File: config.mk
export PLATFORM = sky130hd
export DESIGN_NAME = player_link_tx
export DESIGN_NICKNAME = d
export VERILOG_FILES = /design/src/rtl/player_link_tx.sv
export SDC_FILE = /design/constraint.sdc
export NUM_CORES = 1
export LEC_CHECK = 0
export ABC_CLOCK_PERIOD_IN_PS = 3180
export CAP_MARGIN = 20
export CORE_ASPECT_RATIO = 1.1
export CORE_MARGIN = 10
export CORE_UTILIZATION = 35
export DETAILED_ROUTE_END_ITERATION = 10
export GPL_ROUTABILITY_DRIVEN = 0
export HOLD_SLACK_MARGIN = 0.06
export PLACE_DENSITY_LB_ADDON = 0.1
export SKIP_CTS_REPAIR_TIMING = 1
export SLEW_MARGIN = 15
export SYNTH_ARGS = -nofsm -noshare
export SYNTH_HDL_FRONTEND = slang
export SYNTH_SLANG_ARGS = --single-unit
File: constraint.sdc
create_clock -name clk -period 3.18 [get_ports clk]
set_clock_uncertainty 0.05 [all_clocks]
set_input_delay 0.636 -clock clk [delete_from_list [all_inputs] [get_ports clk]]
set_output_delay 0.636 -clock clk [all_outputs]
set_load 0.05 [all_outputs]
File: src/rtl/player_link_tx.sv
// Serial uplink of the local player's state to the remote board.
// One 19-bit frame (start, 16 payload LSB first, even parity, stop) per frame tick.
module player_link_tx #(
    parameter int CLKS_PER_BIT = 65
) (
    input  logic        clk,
    input  logic        rst_n,
    input  logic        v_tick,
    input  logic        m_left,
    input  logic        m_right,
    input  logic [1:0]  button_pressed,
    input  logic [11:0] xpos_player,
    output logic        gpio_left,
    output logic        gpio_right,
    output logic        gpio_tx,
    output logic        busy,
    output logic        overrun
);
    typedef enum logic [2:0] {IDLE, START, DATA, PARITY, STOP} state_t;

    localparam logic [11:0] LAST = 12'(CLKS_PER_BIT - 1);

    state_t      state_q, state_d;
    logic [11:0] cnt_q, cnt_d;
    logic [3:0]  idx_q, idx_d;
    logic [15:0] shift_q, shift_d;
    logic [15:0] pend_q, pend_d;
    logic        pend_v_q, pend_v_d;
    logic        par_q, par_d;
    logic        tx_q, tx_d;
    logic        over_q, over_d;
    logic        vt_q, arm_q;
    logic        left_q, right_q;
    logic        tick_edge, bit_done, ld;
    logic [15:0] payload;

    always_comb begin
        payload   = {m_left, m_right, button_pressed, xpos_player};
        tick_edge = v_tick & ~vt_q & arm_q;
        bit_done  = (cnt_q == LAST);
        state_d   = state_q;
        cnt_d     = 12'd0;
        idx_d     = idx_q;
        shift_d   = shift_q;
        par_d     = par_q;
        pend_d    = pend_q;
        pend_v_d  = pend_v_q;
        over_d    = over_q;
        ld        = 1'b0;
        tx_d      = 1'b1;

        unique case (state_q)
            IDLE: begin
                if (pend_v_q) begin
                    state_d = START;
                    ld      = 1'b1;
                end
            end
            START: begin
                if (bit_done) state_d = DATA;
            end
            DATA: begin
                if (bit_done) begin
                    if (idx_q == 4'd15) begin
                        state_d = PARITY;
                    end else begin
                        idx_d   = idx_q + 4'd1;
                        shift_d = {1'b0, shift_q[15:1]};
                    end
                end
            end
            PARITY: begin
                if (bit_done) state_d = STOP;
            end
            STOP: begin
                if (bit_done) begin
                    if (pend_v_q || tick_edge) begin
                        state_d = START;
                        ld      = 1'b1;
                    end else begin
                        state_d = IDLE;
                    end
                end
            end
            default: state_d = IDLE;
        endcase

        if (state_q != IDLE && !bit_done) cnt_d = cnt_q + 12'd1;

        // A snapshot taken the cycle a frame is loaded never counts as an overrun
        if (ld) begin
            shift_d  = pend_v_q ? pend_q : payload;
            par_d    = ^shift_d;
            idx_d    = 4'd0;
            pend_v_d = pend_v_q & tick_edge;
            if (tick_edge) pend_d = payload;
        end else if (tick_edge) begin
            pend_d   = payload;
            pend_v_d = 1'b1;
            over_d   = over_q | pend_v_q;
        end

        unique case (state_d)
            START:   tx_d = 1'b0;
            DATA:    tx_d = shift_d[0];
            PARITY:  tx_d = par_d;
            default: tx_d = 1'b1;
        endcase
    end

    always_ff @(posedge clk or negedge rst_n) begin
        if (!rst_n) begin
            state_q  <= IDLE;
            cnt_q    <= 12'd0;
            idx_q    <= 4'd0;
            shift_q  <= 16'd0;
            pend_q   <= 16'd0;
            pend_v_q <= 1'b0;
            par_q    <= 1'b0;
            tx_q     <= 1'b1;
            over_q   <= 1'b0;
            vt_q     <= 1'b0;
            arm_q    <= 1'b0;
            left_q   <= 1'b0;
            right_q  <= 1'b0;
        end else begin
            state_q  <= state_d;
            cnt_q    <= cnt_d;
            idx_q    <= idx_d;
            shift_q  <= shift_d;
            pend_q   <= pend_d;
            pend_v_q <= pend_v_d;
            par_q    <= par_d;
            tx_q     <= tx_d;
            over_q   <= over_d;
            vt_q     <= v_tick;
            // A tick held high through reset must fall once before it can fire
            arm_q    <= arm_q | ~v_tick;
            left_q   <= m_left;
            right_q  <= m_right;
        end
    end

    assign gpio_tx    = tx_q;
    assign busy       = (state_q != IDLE);
    assign overrun    = over_q;
    assign gpio_left  = left_q;
    assign gpio_right = right_q;
endmodule
==> flow_metrics.env, run 1 <==
export IMPL_grt_pass1_vias=2179
export IMPL_floorplan_die_area_um2=12700
export IMPL_synth_warning_count=0
export IMPL_globalRouteTotalUtil=0.108
export IMPL_post_route_period_util=0.852
export IMPL_path_cells="or3_1, clkdlybuf4s50_1"
export IMPL_mappedNetlistArea_um2=3000
export IMPL_antenna_cells_inserted=0
export IMPL_global_route_wire_length_before_repair_um=10800
export IMPL_yosysSeqAreaShare=0.493
export IMPL_final_antenna_net_count=0
export IMPL_cp_max_fo=9
export IMPL_synthesis_nets=312
export IMPL_yosysMostFrequentCell="sky130_fd_sc_hd__dfrtp_1"
export IMPL_area_contributors_post_synth="sky130_fd_sc_hd__dfrtp_1 (48%), sky130_fd_sc_hd__mux2i_1 (8.0%), sky130_fd_sc_hd__nand2_1 (6.6%)"
export IMPL_wl_met2_um=2880
export IMPL_yosys_area_top_type="sky130_fd_sc_hd__dfrtp_1"
export IMPL_yosys_register_bits=59
export IMPL_yosysUniqueCellTypes=43
export IMPL_worst_slew_pin_transition_ps=758
export IMPL_fin_nets=341
export IMPL_cts_inserted_buffers=9
export IMPL_crit_path_end_kind="primary output"
export IMPL_pins_over_their_slew_limit=0
export IMPL_final_hold_violation_count=0
export IMPL_place_hpwl_um=4550
export IMPL_setup_slack_ps=469
export IMPL_grt_max_degree=34
export IMPL_antenna_found_initial=0
export IMPL_cpPeakStageDelay_ps=720
export IMPL_grt_ovfl_total=0
export IMPL_timing_max_slew_rel_slack=0.495
export IMPL_worstPathBufferInverterCount=1
export IMPL_wl_met3_um=235
export IMPL_post_place_ws_ps=419
export IMPL_via_count=2114
export IMPL_drc=0
export IMPL_ys_flop_type="sky130_fd_sc_hd__dfrtp_1"
export IMPL_peakVddDrop_v=0.000236
export IMPL_routed_wirelength_um=6410
export IMPL_timing_critical_path_max_delay_family="buffers and inverters"
export IMPL_ys_async_sr_fraction=1.00
export IMPL_final_cell_area_um2=3540
export IMPL_clk_pin_slew_worst_paths_ps=70
export IMPL_min_period_ps=2710
export IMPL_worstPathArrival_ps=2020
export IMPL_status="finished clean"
export IMPL_layout_area_overhead_vs_synth_pct=18.2
export IMPL_row_count=35
export IMPL_drt_pass1_iter_count=4
export IMPL_wl_met1_um=3170
export IMPL_achievable_frequency_ghz=0.369
export IMPL_avgRoutedWirePerCell_um=14.7
export IMPL_max_cap_violations=0
export IMPL_floorplan_initialDensity=0.358
export IMPL_drt_first_iter_violations=46
export IMPL_r2r_slack_ps=820
export IMPL_fin_setup_tns_ps=0
export IMPL_synthesis_area_per_instance_um2=10.3
export IMPL_timing_critical_path_required_ps=2490
export IMPL_layout_drive_gt1_share=0.102
export IMPL_power_leakage_nw=1.66
export IMPL_chipWidth_um=108
export IMPL_timing_worst_setup_path_type="reg2out"
export IMPL_synth_edf_count=0
export IMPL_fp_coreArea_um2=8360
export IMPL_placed_area_um2=3350
export IMPL_clockRootBuffer="sky130_fd_sc_hd__clkbuf_8"
export IMPL_cellPowerDensity_nw_per_um2=483
export IMPL_synthesis_instances=290
export IMPL_clock_tree_htree_level_count=3
export IMPL_unrepaired_setup_endpoints_after_global_routing="no"
export IMPL_tritoncts="built"
export IMPL_worst_setup_path_start_kind="flop"
export IMPL_power_w=0.00171
export IMPL_buffer_levels_on_the_longest_clock_path=2
export IMPL_post_drt_via_cell_ratio=4.86
export IMPL_die_y_um=117
export IMPL_port_buffers=23
export IMPL_clock_sinks=59
export IMPL_topRoutingLayerUsed="met4"
export IMPL_setup_violations=0
export IMPL_synth_top_cells_by_count="sky130_fd_sc_hd__dfrtp_1 (58), sky130_fd_sc_hd__nand2_1 (53), sky130_fd_sc_hd__mux2i_1 (24), sky130_fd_sc_hd__nor2_1 (24), sky130_fd_sc_hd__xor2_1 (20)"
export IMPL_boundary_pin_count=24
export IMPL_critical_path_slowest_cell="sky130_fd_sc_hd__clkdlybuf4s50_1"
export IMPL_worstSkewPairLatency_ps=340
export IMPL_min_delay_path_class="in2async"
export IMPL_netlist_area_leader_share=0.484
[cell families after synthesis]
| logic type | share of synthesized area |
|---|---|
| AND/OR/NAND/NOR | 0.191 |
| buffers and inverters | 0.0321 |
| adder cells (fa/ha/maj) | 0.0125 |
| XOR/XNOR | 0.102 |
| flip-flops | 0.493 |
| AO/OA/AOI/OAI | 0.0893 |
| multiplexers | 0.0801 |
[cell type report]
type	count	area, µm²
clock buffer	11	141
clock inverter	5	52.6
inverter	4	15.0
fill	812	4820
sequential	59	1480
tap	111	139
timing repair buffer	32	293
multi-input combinational	213	1420
[path summary, 6_finish.rpt]
kind | from | endpoint | cells after the start
worst max-delay path | state_q[0]$_DFF_PN0_ | busy | 2
worst min-delay path | rst_n | cnt_q[3]$_DFF_PN0_ | 1
worst max register to register | cnt_q[0]$_DFF_PN0_ | shift_q[14]$_DFFE_PN0P_ | 8
worst min register to register | pend_q[10]$_DFFE_PN0P_ | pend_q[10]$_DFFE_PN0P_ | 2
max in group asynchronous | rst_n | cnt_q[2]$_DFF_PN0_ | 2
min in group clk | pend_q[10]$_DFFE_PN0P_ | pend_q[10]$_DFFE_PN0P_ | 2
[layer usage]
metal	GRT usage	up-vias
met2	0.166	30
met3	0.0235	10
met4	0.0588	0
li1	-	1047
met1	0.140	1027
met5	0	-
[flip-flops by register name, indices dropped and copies added, names as in the netlist]
signal,count
par_q,1
pend_v_q,1
gpio_left,1
vt_q,1
shift_q,16
gpio_tx,1
idx_q,4
arm_q,1
overrun,1
cnt_q,12
pend_q,16
gpio_right,1
state_q,3
[through the flow]
stage               utilization  hold slack, ps  cells
detailed placement        0.400             413    419
finish                    0.423             323    435
floorplan                     -             290    290
global placement          0.400             409    419
global route              0.423             364    435
CTS                       0.423             342    435
[power by group]
part	internal (W)	switching (W)
clock	0.000379	0.000298
combinational	0.000116	0.000115
sequential	0.000779	0.0000233
total	0.00127	0.000436
[cell usage in the layout (no fill, tap or decap), drive strengths merged, types with 2 or more instances in the layout]
master         netlist  routed
a211oi               8       8
a21oi                9       9
a221o                7       7
and3                 6       6
and3b                2       2
buf                  8      10
clkbuf               6      11
clkdlybuf4s50        0      22
clkinv               0       3
dfrtp               58      58
ha                   3       3
inv                  4       4
mux2i               24      24
nand2               53      53
nand2b               2       2
nand3                6       6
nand4                3       3
nor2                26      26
nor2b                7       7
nor3                 2       2
nor4                 2       2
o21ai                5       5
xnor2               15      15
xor2                20      20
Note: power is estimated with default switching activity, not from simulation.
==> run 2: changes to the inputs <==
SKIP_LAST_GASP = 1   (was not set)
==> results of run 2 <==
Same layout as run 1: the final DEF is identical, and so are final timing and power.
